<file path="config.mk">
export PLATFORM = sky130hd
export DESIGN_NAME = status_flag_unit
export DESIGN_NICKNAME = d
export VERILOG_FILES = /design/src/rtl/status_flag_unit.sv
export SDC_FILE = /design/constraint.sdc
export NUM_CORES = 1
export LEC_CHECK = 0
export BUFFER_PORTS_ARGS = -buffer_cell sky130_fd_sc_hd__buf_2
export CAP_MARGIN = 30
export CORE_AREA = 2 2 39 41
export CTS_BUF_LIST = sky130_fd_sc_hd__clkbuf_2 sky130_fd_sc_hd__clkbuf_4 sky130_fd_sc_hd__clkbuf_8
export DETAILED_ROUTE_END_ITERATION = 7
export DIE_AREA = 0 0 41 43
export GPL_TIMING_DRIVEN = 1
export PLACE_DENSITY_LB_ADDON = 0.15
export SLEW_MARGIN = 25
export SYNTH_ARGS = -nofsm -noshare
export SYNTH_HDL_FRONTEND = slang
export SYNTH_SLANG_ARGS = --single-unit
</file>
<file path="constraint.sdc">
create_clock -name clk -period 2.8 [get_ports clk]
set_input_delay 0.56 -clock clk [delete_from_list [all_inputs] [get_ports clk]]
set_output_delay 0.56 -clock clk [all_outputs]
set_load 0.03 [all_outputs]
</file>
<file path="src/rtl/status_flag_unit.sv">
// NZCV flag register with in-flight setter tracking, EX bypass,
// exception shadow copy and condition-check stall generation.
module status_flag_unit #(
    parameter int DEPTH  = 3,
    parameter bit BYPASS = 1'b1
) (
    input  logic                       clk,
    input  logic                       rst_n,
    input  logic                       id_valid,
    input  logic [3:0]                 id_cond,
    input  logic                       id_issue,
    input  logic                       id_s,
    input  logic                       ex_wr,
    input  logic [3:0]                 ex_status,
    input  logic                       flush,
    input  logic                       save_req,
    input  logic                       restore_req,
    output logic [3:0]                 status_out,
    output logic                       stall,
    output logic [$clog2(DEPTH+1)-1:0] pending,
    output logic [1:0]                 err
);

    localparam int PW = $clog2(DEPTH + 1);
    localparam logic [3:0] COND_AL = 4'b1110;

    logic [3:0]    nzcv_q, nzcv_d;
    logic [3:0]    shadow_q, shadow_d;
    logic [PW-1:0] pend_q, pend_d;
    logic [1:0]    err_q, err_d;

    logic          inc, dec, ovf, unf;
    logic          eff_sub;
    logic [3:0]    status_mux;

    // A restore owns the flag write, so the EX result is not forwarded either.
    assign status_mux = (BYPASS && ex_wr && !restore_req) ? ex_status : nzcv_q;
    assign eff_sub    = BYPASS & ex_wr;

    assign inc = id_issue & id_s & ~flush;
    assign dec = ex_wr;
    assign ovf = inc & ~dec & (pend_q == PW'(DEPTH));
    assign unf = dec & ~inc & (pend_q == '0);

    always_comb begin
        nzcv_d = nzcv_q;
        if (restore_req) begin
            nzcv_d = shadow_q;
        end else if (ex_wr) begin
            nzcv_d = ex_status;
        end
    end

    always_comb begin
        shadow_d = shadow_q;
        if (save_req) begin
            shadow_d = status_mux;
        end
    end

    always_comb begin
        pend_d = pend_q;
        if (flush) begin
            pend_d = '0;
        end else if (inc && !dec) begin
            pend_d = ovf ? pend_q : pend_q + PW'(1);
        end else if (dec && !inc) begin
            pend_d = unf ? pend_q : pend_q - PW'(1);
        end
    end

    assign err_d = err_q | {ovf, unf};

    always_ff @(posedge clk or negedge rst_n) begin
        if (!rst_n) begin
            nzcv_q   <= '0;
            shadow_q <= '0;
            pend_q   <= '0;
            err_q    <= '0;
        end else begin
            nzcv_q   <= nzcv_d;
            shadow_q <= shadow_d;
            pend_q   <= pend_d;
            err_q    <= err_d;
        end
    end

    // Outputs are forced low while reset is held, even with ex_wr active.
    assign status_out = rst_n ? status_mux : 4'b0000;
    assign stall      = rst_n & id_valid & (id_cond != COND_AL)
                      & (pend_q != PW'(eff_sub));
    assign pending    = pend_q;
    assign err        = err_q;

endmodule

</file>
# Word level (Yosys, flattened, before mapping)
# Index checks and enable logic that the tools add are counted.
[totals] reg_bits=12 latchBits=0 mem_bits_rw=0 mem_bits_ro=0 inputBits=17 out_inout_bits=9 elab_cells=43 mem_count=0
[classes] n_addsub=2 mul=0 n_div=0 order_cmp=0 eq_ne=5 shift=0 n_mux=9 bitwise=13 n_reduce_logical=10
[op_table] cell="4-bit 2-to-1 mux" n=4
[op_table] cell="2-bit 2-to-1 mux" n=5
[op_table] cell="1-bit bitwise AND" n=9
[op_table] cell="4-bit != test, second input constant" n=1
[op_table] cell="1-bit logical AND" n=3
[op_table] cell="1-bit zero test" n=3
[op_table] cell="3-bit by 2-bit != test with 1-bit output, second input constant" n=1
[op_table] cell="3-bit != test, second input constant" n=1
[op_table] cell="1-bit NOT" n=3
[op_table] cell="3-bit AND reduction" n=1
[op_table] cell="3-bit nonzero test" n=1
[op_table] cell="2-bit by 1-bit adder with 2-bit output, second input constant" n=1
[op_table] cell="2-bit equality test, second input constant" n=1
[op_table] cell="2-bit zero test" n=1
[op_table] cell="2-bit by 1-bit != test with 1-bit output" n=1
[op_table] cell="2-bit OR" n=1
[op_table] cell="2-bit nonzero test" n=1
[op_table] cell="2-bit by 1-bit subtractor with 2-bit output, second input constant" n=1

# Longest topological paths before layout
# Gate-level depths: netlist (run 1).
[depth] word_depth=9 ltp_mapped=5 depth_no_buf=3

# Least setup slack after synthesis (run 1)
# Ideal clock, no wire load.
[synth_timing] path_type="input to output" start="input port restore_req" end="output port status_out[0]" arrival_time_ns=1.558 required_ns=2.240 path_slack_ns=0.682 stages=5 path_buffers=2 cell_sequence="clkbuf_2 -> nand2b_1 -> clkbuf_2 -> mux2i_1 -> nor2b_1"
[synth_via] elab_chain_cells=4
[synth_rtl] element="start: declaration" line_no="17" rtl="input logic restore_req,"
[synth_rtl] element="1-bit zero test" line_no="37" rtl="assign status_mux = (BYPASS && ex_wr && !restore_req) ? ex_status : nzcv_q;"
[synth_rtl] element="1-bit logical AND" line_no="37"
[synth_rtl] element="4-bit 2-to-1 mux" line_no="37"
[synth_rtl] element="4-bit 2-to-1 mux" line_no="89" rtl="assign status_out = rst_n ? status_mux : 4'b0000;"
[synth_rtl] element="end: declaration" line_no="18" rtl="output logic [3:0] status_out,"
# No other way between the ends.

# Worst setup path in the final report (run 1)
[layout_timing] start="input port ex_wr" end="output port status_out[2]"
[layout_via] elab_chain_cells=3
[layout_rtl] element="start: declaration" line_no="13" rtl="input logic ex_wr,"
[layout_rtl] element="1-bit logical AND" line_no="37"
[layout_rtl] element="4-bit 2-to-1 mux" line_no="37"
[layout_rtl] element="4-bit 2-to-1 mux" line_no="89"
# No other way between the ends.

==> summary.md, run 1 <==
| Metric | Value |
|---|---|
| Clk_lat worst skew | 270 ps |
| # hold bufs at CTS | 0 |
| YS warnings | 0 |
| Post-synth top area share | 0.480 |
| TritonCTS Buffers | 3 |
| Cell area after synthesis | between 600 and 700 µm² |
| Worst Path Arrival | 1520 ps |
| Layout area overhead | 26.0% |
| Max_slew headroom | 0.773 |
| WL final | roughly 1.2 mm |
| EDFF count, synth | 0 |
| CP Data Required Time | roughly 2200 ps |
| Yosys reg bits | 12 |
| Via density | between 5 and 6 |
| Fin crit share | 0.744 |
| Yosys top cell by area | dfrtp_1 |
| Yosys cell types | 24 |
| Share of layout cells above drive strength 1 | 0.345 |
| Largest net degree at the start of global routing | 18 |
| Sw frac | 0.282 |
| Core Region | around 1400 µm² |
| Syn Area/Cell | between 10 and 15 µm² |
| Final setup violation count | 0 |
| Initial Util | 0.452 |
| Die W | between 40 and 50 µm |
| Synth Instances | 62 |
| Setup Skew | between 0.7 and 0.8 ps |
| Number of buffers added for setup after CTS | 0 |
| Die area | ~1800 µm² |
| Top-count cell post-synth | dfrtp_1 |
| NumNets Final | 105 |
| Pint | 0.000302 W |
| Crit Path Class | input pin to output pin |
| Outcome | finished clean |
| Fin cells | 103 |
| Seq pwr share | 0.475 |
| Tmin final | approximately 2100 ps |
| Number of gates resized after cts | 0 |
| Initial antenna violation count | 0 |
| Setup TNS | 0 ps |
| FF-to-FF setup slack | roughly 1600 ps |
| Fillcell total | roughly 130 |
| GRT Resource Usage Total | 0.168 |
| Final Slew Violations | 0 |
| Io pins | 26 |
| Largest cells by area after synthesis | dfrtp_1 (48%), mux2i_1 (13%), a21oi_1 (4.0%) |
| Logic pwr share | 0.191 |
| CTS tree | built |
| Post-route DRC | 0 |
| Reg-to-reg endpoint | pending[0] |
| Top post-synthesis cells by count | dfrtp_1 (12), mux2i_1 (8), a21oi_1 (5), nor2_1 (5) |
| Synth async-reset ratio | 1.00 |
| Worst Tran Pin Value | approximately 340 ps |
| Kind of launch point of the worst setup path | input pin |
| Worst R2R Start | pending[1] |
| P per Cell Area | ~530 nW/µm² |
| Max cap viols | 0 |
| Root Buffer | clkbuf_4 |
| Placed cell count | just under 100 |
| Leakage | about 0.4 nW |
| Total grt overflow | 0 |
| Clk buf depth | 2 |
| Htree depth | 1 |
| RSZ-0062 raised after global routing | no |
| Post-route ant nets | 0 |
| Tightest Hold Check Type | input pin to async pin |
| Die height | around 43 µm |
| Seq/Total Area, Yosys | 0.480 |
| PortBufs | 25 |
| Clock group share of total power | 0.334 |
| Crit path max fanout | 12 |
| Ant diodes | 0 |
| Vias in the first global route | 500 |
| Reg2Reg Depth | 3 |
| First-pass GRT wire length | roughly 2 mm |
| Clock sink total | 12 |
| Vias | 547 |
| Wire per inst | approximately 12 µm |
| Syn Nets | between 70 and 80 |
| Switching power | roughly 0.00012 W |
| Gpl congestion | a little over 0.7 |
| Top_reg_cell synth | dfrtp_1 |
| Worst-path clk slew | 80 ps |
| Final hold violation count | 0 |
| Core Rows | 14 |
| Router iterations before antenna repair | 4 |
| Multi-input logic area | between 300 and 400 µm² |
| Type of destination of the critical path | output pin |
| Seq. cell area | 300 µm² |
| DR iter-0 viols | 8 |
| Max VDD drop | 0.229 mV |
| Maximum clock frequency | ~480 MHz |
how the worst max path moves through the flow:
| stage | slack, ps | startpoint | endpoint |
|---|---|---|---|
| 2_1_floorplan | 680 | restore_req | status_out[0] |
| 4_1_cts | 700 | ex_wr | status_out[2] |
| 3_3_place_gp | 750 | ex_wr | status_out[1] |
| 6_report | 720 | ex_wr | status_out[2] |
| 5_1_grt | 640 | ex_wr | status_out[0] |
| 3_5_place_dp | 710 | ex_wr | status_out[2] |
layout make-up:
| cell class | instances | area share |
|---|---|---|
| timing repair buffer | 25 | 0.159 |
| tap | 16 | 0.0254 |
| sequential | 12 | 0.381 |
| clock buffer | 4 | 0.0460 |
| multi-input combinational | 46 | 0.389 |
kinds of logic (layout without fill, tap and decap cells):
group / Yosys count / after routing / synth area share
AO/OA/AOI/OAI: 15 / 15 / 0.150
AND/OR/NAND/NOR: 22 / 22 / 0.198
XOR/XNOR: 1 / 1 / 0.0140
buffers and inverters: 4 / 29 / 0.0300
flip-flops: 12 / 12 / 0.480
multiplexers: 8 / 8 / 0.128
critical path, stage by stage:
cell	delay, ps
buf_2	240
nand2b_1	220
mux2i_1	180
nor2b_1	120
buf_2	200
cell usage in the layout (no fill, tap or decap), types with 2 or more instances in the layout:
cell type,instances
a21oi_1,5
a31oi_1,2
buf_2,25
clkbuf_4,3
dfrtp_1,12
mux2i_1,8
nand2_1,4
nand3b_1,2
nor2_1,5
nor2b_1,4
o21ai_0,4
registers in the layout (all words and copies together), names as in the netlist:
register and flops:
pending 2, shadow_q 4, nzcv_q 4, err 2
stage by stage:
| step | setup WS [ps] | hold WS (ps) | cell area [µm²] | total power, W | util |
|---|---|---|---|---|---|
| 2_1_floorplan | 682 | 264 | 626 | 0.000255 | - |
| 3_3_place_gp | 746 | 455 | 752 | 0.000283 | 0.543 |
| 3_5_place_dp | 709 | 451 | 752 | 0.000285 | 0.543 |
| 4_1_cts | 700 | 177 | 788 | 0.000424 | 0.570 |
| 5_1_grt | 639 | 194 | 788 | 0.000441 | 0.570 |
| 6_report | 716 | 178 | 788 | 0.000420 | 0.570 |
power by group through the flow:
stage	Sequential [W]	Combinational, W	Clock (W)
after floorplan	0.000202	0.0000521	0
after global placement	0.000203	0.0000804	0
after detailed placement	0.000203	0.0000818	0
after CTS	0.000200	0.0000817	0.000143
after global routing	0.000202	0.0000895	0.000150
final	0.000200	0.0000802	0.000140
routing by layer:
layer,global-route usage,part of all wire
met5,0,0
met4,0.0800,0
met3,0.0471,0.051
met2,0.284,0.53
met1,0.179,0.42
Power figures use the tool's default switching activity.
==> run 2: changes to the inputs <==
--- a/config.mk
+++ b/config.mk
@@ -5,12 +5,13 @@
 export SDC_FILE = /design/constraint.sdc
 export NUM_CORES = 1
 export LEC_CHECK = 0
+export ABC_AREA = 1
 export BUFFER_PORTS_ARGS = -buffer_cell sky130_fd_sc_hd__buf_2
 export CAP_MARGIN = 30
-export CORE_AREA = 2 2 39 41
+export CORE_MARGIN = 1
+export CORE_UTILIZATION = 44
 export CTS_BUF_LIST = sky130_fd_sc_hd__clkbuf_2 sky130_fd_sc_hd__clkbuf_4 sky130_fd_sc_hd__clkbuf_8
 export DETAILED_ROUTE_END_ITERATION = 7
-export DIE_AREA = 0 0 41 43
 export GPL_TIMING_DRIVEN = 1
 export PLACE_DENSITY_LB_ADDON = 0.15
 export SLEW_MARGIN = 25
==> constraint.sdc (replaced) <==
create_clock -name clk -period 1.8 [get_ports clk]
set_input_delay 0.36 -clock clk [delete_from_list [all_inputs] [get_ports clk]]
set_output_delay 0.36 -clock clk [all_outputs]
set_load 0.03 [all_outputs]
==> run 2 against run 1 <==
Against the previous run:
- cell count up 35%
- first-iteration DRC count up 38%
- synthesized cell count increased by 53%
- final area increased by 9.0%
- largest cell class unchanged
- highest routed layer is now met4
==> summary.md, run 2 <==
| Metric | Value |
|---|---|
| Crit Path Class | input pin to output pin |
| Synth Instances | 95 |
| Core Region | between 1000 and 1500 µm² |
| Syn Nets | between 100 and 150 |
| Final hold violation count | 0 |
| Type of destination of the critical path | output pin |
| Leakage | just under 0.5 nW |
| Max VDD drop | just under 0.6 mV |
| Root Buffer | clkbuf_4 |
| Vias | 659 |
| Htree depth | 1 |
| Max cap viols | 0 |
| Final Slew Violations | 0 |
| Yosys cell types | 16 |
| RSZ-0062 raised after global routing | no |
| Max layer used | met4 |
| YS warnings | 0 |
| Worst Path Arrival | 1190 ps |
| Kind of launch point of the worst setup path | input pin |
| Fin crit share | 0.861 |
| Metal2 WL | ~630 µm |
| GRT Resource Usage Total | 0.210 |
| Syn Area/Cell | roughly 7.1 µm² |
| Cell area after synthesis | around 670 µm² |
| Outcome | finished clean |
| Gpl congestion | about 0.8 |
| WL final | 1.45 mm |
| DR iter-0 viols | 11 |
| Initial antenna violation count | 0 |
| Worst-path clk slew | roughly 90 ps |
| Share of layout cells above drive strength 1 | 0.339 |
| Die W | approximately 41 µm |
| CP Data Required Time | about 1400 ps |
| Setup Skew | between 9 and 10 ps |
| Fillcell total | 132 |
| Top post-synthesis cells by count | nand2_1 (31), nor2_1 (14), dfrtp_1 (12), nand3_1 (8), inv_1 (7) |
| Yosys top cell by area | dfrtp_1 |
| Vias in the first global route | roughly 560 |
| Io pins | 26 |
| Yosys reg bits | 12 |
| Clock sink total | 12 |
| Worst Tran Pin Value | about 270 ps |
| Top flop regs | nzcv_q x4, shadow_q x4 |
| Metal-1 WL | 711 µm |
| Clk_lat worst skew | ~280 ps |
| Reg2Reg Depth | 7 |
| Core Rows | 13 |
| First-pass GRT wire length | ~2.2 mm |
| Largest cells by area after synthesis | dfrtp_1 (45%), nand2_1 (17%), nor2_1 (7.8%) |
| Number of gates resized after cts | 0 |
| EDFF count, synth | 0 |
| Die area | around 1700 µm² |
| P per Cell Area | slightly above 900 nW/µm² |
| Post-route ant nets | 0 |
| Commonest cells after routing, fill and taps aside | nand2_1 (31), buf_2 (25), nor2_1 (14) |
| TritonCTS Buffers | 3 |
| Total grt overflow | 0 |
| Clk buf depth | 2 |
| PortBufs | 25 |
| Maximum clock frequency | roughly 650 MHz |
| Router iterations before antenna repair | 4 |
| Placed cell count | 134 |
| Top_reg_cell synth | dfrtp_1 |
| HPWL Detailed | around 1.1 mm |
| Initial Util | 0.491 |
| Tightest Hold Check Type | input pin to async pin |
| NumNets Final | ~140 |
| Setup TNS | 0 ps |
| Metal3 WL | between 80 and 90 µm |
| Top-count cell post-synth | nand2_1 |
| Largest net degree at the start of global routing | 11 |
| CTS tree | built |
| Wire per inst | roughly 10 µm |
| Post-synth top area share | 0.448 |
| Final setup violation count | 0 |
| Ant diodes | 0 |
| Fin cells | 139 |
| Tmin final | roughly 1500 ps |
| Die height | slightly above 40 µm |
| Synth async-reset ratio | 1.00 |
| Most common cell after layout, fill and taps aside | nand2_1 |
| Max_slew headroom | 0.819 |
| Post-layout util | 0.629 |
| Crit path max fanout | 8 |
| Via density | around 4.7 |
| Layout area overhead | 28.2% |
| Seq/Total Area, Yosys | 0.448 |
| Post-route DRC | 0 |
[run 2: cell types whose count changed after synthesis, sizes merged, moves of 4 or more]
cell   before  now
inv         0   13
mux2i       8    0
nand2       4   31
nand3       1    8
nor2        5   15
nor2b       4    0
[run 2: cells by family (layout without fill, tap and decap cells)]
logic type | count (synthesis) | count (layout) | synth area share
buf+inv | 15 | 44 | 0.0858
flops | 12 | 12 | 0.448
compound gates | 13 | 13 | 0.129
simple gates | 55 | 55 | 0.338
[run 2: timing repair]
action | 4_1_cts | 5_1_grt
buffers inserted | 0 | 0
hold endpoints to repair | 2 | 0
hold buffers | 1 | 0
[run 2: cell type report]
class                      count  area, µm²  share of cell area
sequential                    12        300               0.349
clock buffer                   4       36.3              0.0422
inverter                      13       48.8              0.0568
tap                           15       18.8              0.0218
timing repair buffer          27        143               0.166
multi-input combinational     68        313               0.364
[run 2: critical path, cell delays in order]
cell	delay, ps
buf_2	130
inv_2	90
nor2_4	120
nand2_1	80
nand2_1	80
inv_2	40
nor2_1	80
buf_2	200
[run 2: worst paths after layout]
| path | start | end | slack [ps] |
|---|---|---|---|
| max in group asynchronous | rst_n | err[0] | 1230 |
| min reg2reg | err[0] | err[0] | 460 |
| min | rst_n | nzcv_q[3] | 20 |
| max reg2reg | pending[0] | pending[1] | 730 |
| max | ex_wr | status_out[1] | 250 |
| min in group clk | ex_status[2] | nzcv_q[2] | 300 |
[run 2: report_power, final]
| group | switching [W] | total [W] | internal [W] |
|---|---|---|---|
| clock network | 0.000100 | 0.000223 | 0.000123 |
| registers | 0.0000294 | 0.000334 | 0.000304 |
| logic | 0.000148 | 0.000228 | 0.0000799 |
| total | 0.000278 | 0.000785 | 0.000507 |
[run 2: routing by layer]
| metal | track usage | vias to the layer above |
|---|---|---|
| met4 | 0.100 | 0 |
| li1 | - | 355 |
| met3 | 0.0489 | 4 |
| met5 | 0 | - |
| met2 | 0.316 | 18 |
| met1 | 0.282 | 282 |
[run 2: metrics by stage]
| stage | hold slack [ps] | instance area (µm²) | total power (W) | worst slack (ps) |
|---|---|---|---|---|
| final | 16.6 | 860 | 0.000785 | 251 |
| after global routing | 46.5 | 860 | 0.000832 | 107 |
| after CTS | 26.0 | 860 | 0.000789 | 250 |
| after detailed placement | 171 | 813 | 0.000564 | 254 |
| after global placement | 171 | 813 | 0.000562 | 277 |
| after floorplan | 64.4 | 671 | 0.000494 | 220 |
==> run 3: changes to the inputs <==
==> config.mk (replaced) <==
export PLATFORM = sky130hd
export DESIGN_NAME = status_flag_unit
export DESIGN_NICKNAME = d
export VERILOG_FILES = /design/src/rtl/status_flag_unit.sv
export SDC_FILE = /design/constraint.sdc
export NUM_CORES = 1
export LEC_CHECK = 0
export BUFFER_PORTS_ARGS = -buffer_cell sky130_fd_sc_hd__buf_2
export CAP_MARGIN = 30
export CORE_MARGIN = 1
export CORE_UTILIZATION = 43
export CTS_BUF_LIST = sky130_fd_sc_hd__clkbuf_2 sky130_fd_sc_hd__clkbuf_4 sky130_fd_sc_hd__clkbuf_8
export DETAILED_ROUTE_END_ITERATION = 7
export GPL_TIMING_DRIVEN = 1
export PLACE_DENSITY_LB_ADDON = 0.05
export SLEW_MARGIN = 20
export SYNTH_ARGS = -nofsm -noshare
export SYNTH_HDL_FRONTEND = slang
export SYNTH_SLANG_ARGS = --single-unit
==> run 3 against run 2 <==
Against the previous run:
- final area fell by 4.5%
- worst setup slack got worse by 40 ps
- die area fell by 4.3%
- sequential share of layout area rose by 1.7 points
- cell count fell by 23%
- clock power fell by 27%
- global-route usage fell by 0.51 points
- clock skew fell by 6.8 ps
- highest routed layer unchanged
==> summary.md, run 3 (synthesized netlist as in run 1, its figures left out) <==
| Metric | Value |
|---|---|
| First-pass GRT wire length | 2.11 mm |
| TritonCTS Buffers | 3 |
| Vias in the first global route | about 530 |
| Setup TNS | 0 ps |
| Max_slew headroom | 0.830 |
| NumNets Final | about 110 |
| Metal2 WL | around 710 µm |
| Max layer used | met4 |
| Most common cell after layout, fill and taps aside | buf_2 |
| Outcome | finished clean |
| Leakage | roughly 0.42 nW |
| Metal3 WL | ~65 µm |
| HPWL Detailed | 1.06 mm |
| Die area | roughly 1600 µm² |
| Metal-1 WL | about 550 µm |
| CTS tree | built |
| Fin crit share | 0.883 |
| Ant diodes | 0 |
| Vias | 576 |
| Maximum clock frequency | around 630 MHz |
| P per Cell Area | around 740 nW/µm² |
| WL final | between 1 and 1.5 mm |
| Crit Path Class | input pin to output pin |
| Tightest Hold Check Type | input pin to async pin |
| Io pins | 26 |
| GRT Resource Usage Total | 0.205 |
| Wire per inst | around 13 µm |
| Root Buffer | clkbuf_4 |
| Setup Skew | around 2.6 ps |
| CP Data Required Time | ~1400 ps |
| Max cap viols | 0 |
| DR iter-0 viols | 5 |
| Tmin final | 1590 ps |
| Layout area overhead | 31.2% |
| Router iterations before antenna repair | 3 |
| PortBufs | 25 |
| Largest net degree at the start of global routing | 9 |
| Worst Path Arrival | 1230 ps |
| Commonest cells after routing, fill and taps aside | buf_2 (25), dfrtp_1 (12), mux2i_1 (8) |
| Kind of launch point of the worst setup path | input pin |
| RSZ-0062 raised after global routing | no |
| Clk buf depth | 2 |
| Clk_lat worst skew | ~260 ps |
| Initial antenna violation count | 0 |
| Htree depth | 1 |
| Die height | ~40 µm |
| Core Region | roughly 1300 µm² |
| Post-layout util | 0.615 |
| Top flop regs | nzcv_q x4, shadow_q x4 |
| Number of buffers added for setup after CTS | 0 |
| Worst-path clk slew | about 70 ps |
| Final setup violation count | 0 |
| Post-route DRC | 0 |
| Clock sink total | 12 |
| Total grt overflow | 0 |
| Type of destination of the critical path | output pin |
| Max VDD drop | roughly 0.51 mV |
| Via density | approximately 5.4 |
| Final hold violation count | 0 |
| Share of layout cells above drive strength 1 | 0.370 |
| Crit path max fanout | 4 |
| Fillcell total | roughly 140 |
| Core Rows | 13 |
| Worst Tran Pin Value | between 200 and 300 ps |
| Gpl congestion | 0.721 |
| Die W | around 40 µm |
| Final Slew Violations | 0 |
| Post-route ant nets | 0 |
| Initial Util | 0.469 |
==> run 3: cell count changes in the layout (fill, tap and decap cells not counted), sizes merged, moves of 2 or more <==
cell,before,now
nand3,8,1
nand2,31,4
nor2,15,5
mux2i,0,8
nand3b,0,2
a31oi,0,2
buf,26,30
nor2b,0,4
inv,13,0
==> run 3: worst paths after layout <==
path / slack [ps] / endpoint / depth (start not counted) / start
worst max-delay path: 210 / status_out[2] / 5 / restore_req
worst min-delay path: 110 / err[0] / 2 / rst_n
worst max register to register: 550 / pending[0] / 4 / pending[0]
worst min register to register: 470 / err[0] / 1 / err[0]
max in group asynchronous: 1060 / shadow_q[1] / 2 / rst_n
min in group clk: 290 / pending[0] / 2 / flush
==> run 3: critical path, cell delays in order <==
cell      delay, ps
buf_2            90
nand2b_1        240
mux2i_1         290
nor2b_1          70
buf_2           180
==> run 3: area by class of cell <==
type | count | area, µm² | share of cell area
Multi-Input combinational cell | 46 | 307 | 0.373
Timing Repair Buffer | 31 | 173 | 0.210
Clock buffer | 3 | 22.5 | 0.0274
Tap cell | 15 | 18.8 | 0.0229
Sequential cell | 12 | 300 | 0.366
==> run 3: per-layer routing <==
metal,global-route usage,vias to the layer above
li1,-,285
met1,0.221,272
met2,0.367,17
met3,0.0333,2
met4,0.129,0
met5,0,-
==> run 3: timing repair <==
item                                   in CTS  in global routing
hold buffers                                1                  0
endpoints found under the hold margin       4                  0
resized for setup                           0                  0
==> run 3: per-stage QoR <==
step	total power [W]	area (µm²)	hold WS [ps]	worst slack, ps	cells
floorplan	0.000396	626	64.4	81.6	62
global placement	0.000448	788	210	237	103
detailed placement	0.000453	788	210	216	103
CTS	0.000618	821	95.4	213	107
global route	0.000646	821	102	117	107
finish	0.000609	821	111	211	107
==> run 3: report_power, final <==
group	leakage, nW	switching [W]	internal [W]
Sequential	0.143	0.0000138	0.000296
Combinational	0.259	0.0000787	0.0000592
Clock	0.0138	0.0000843	0.0000772
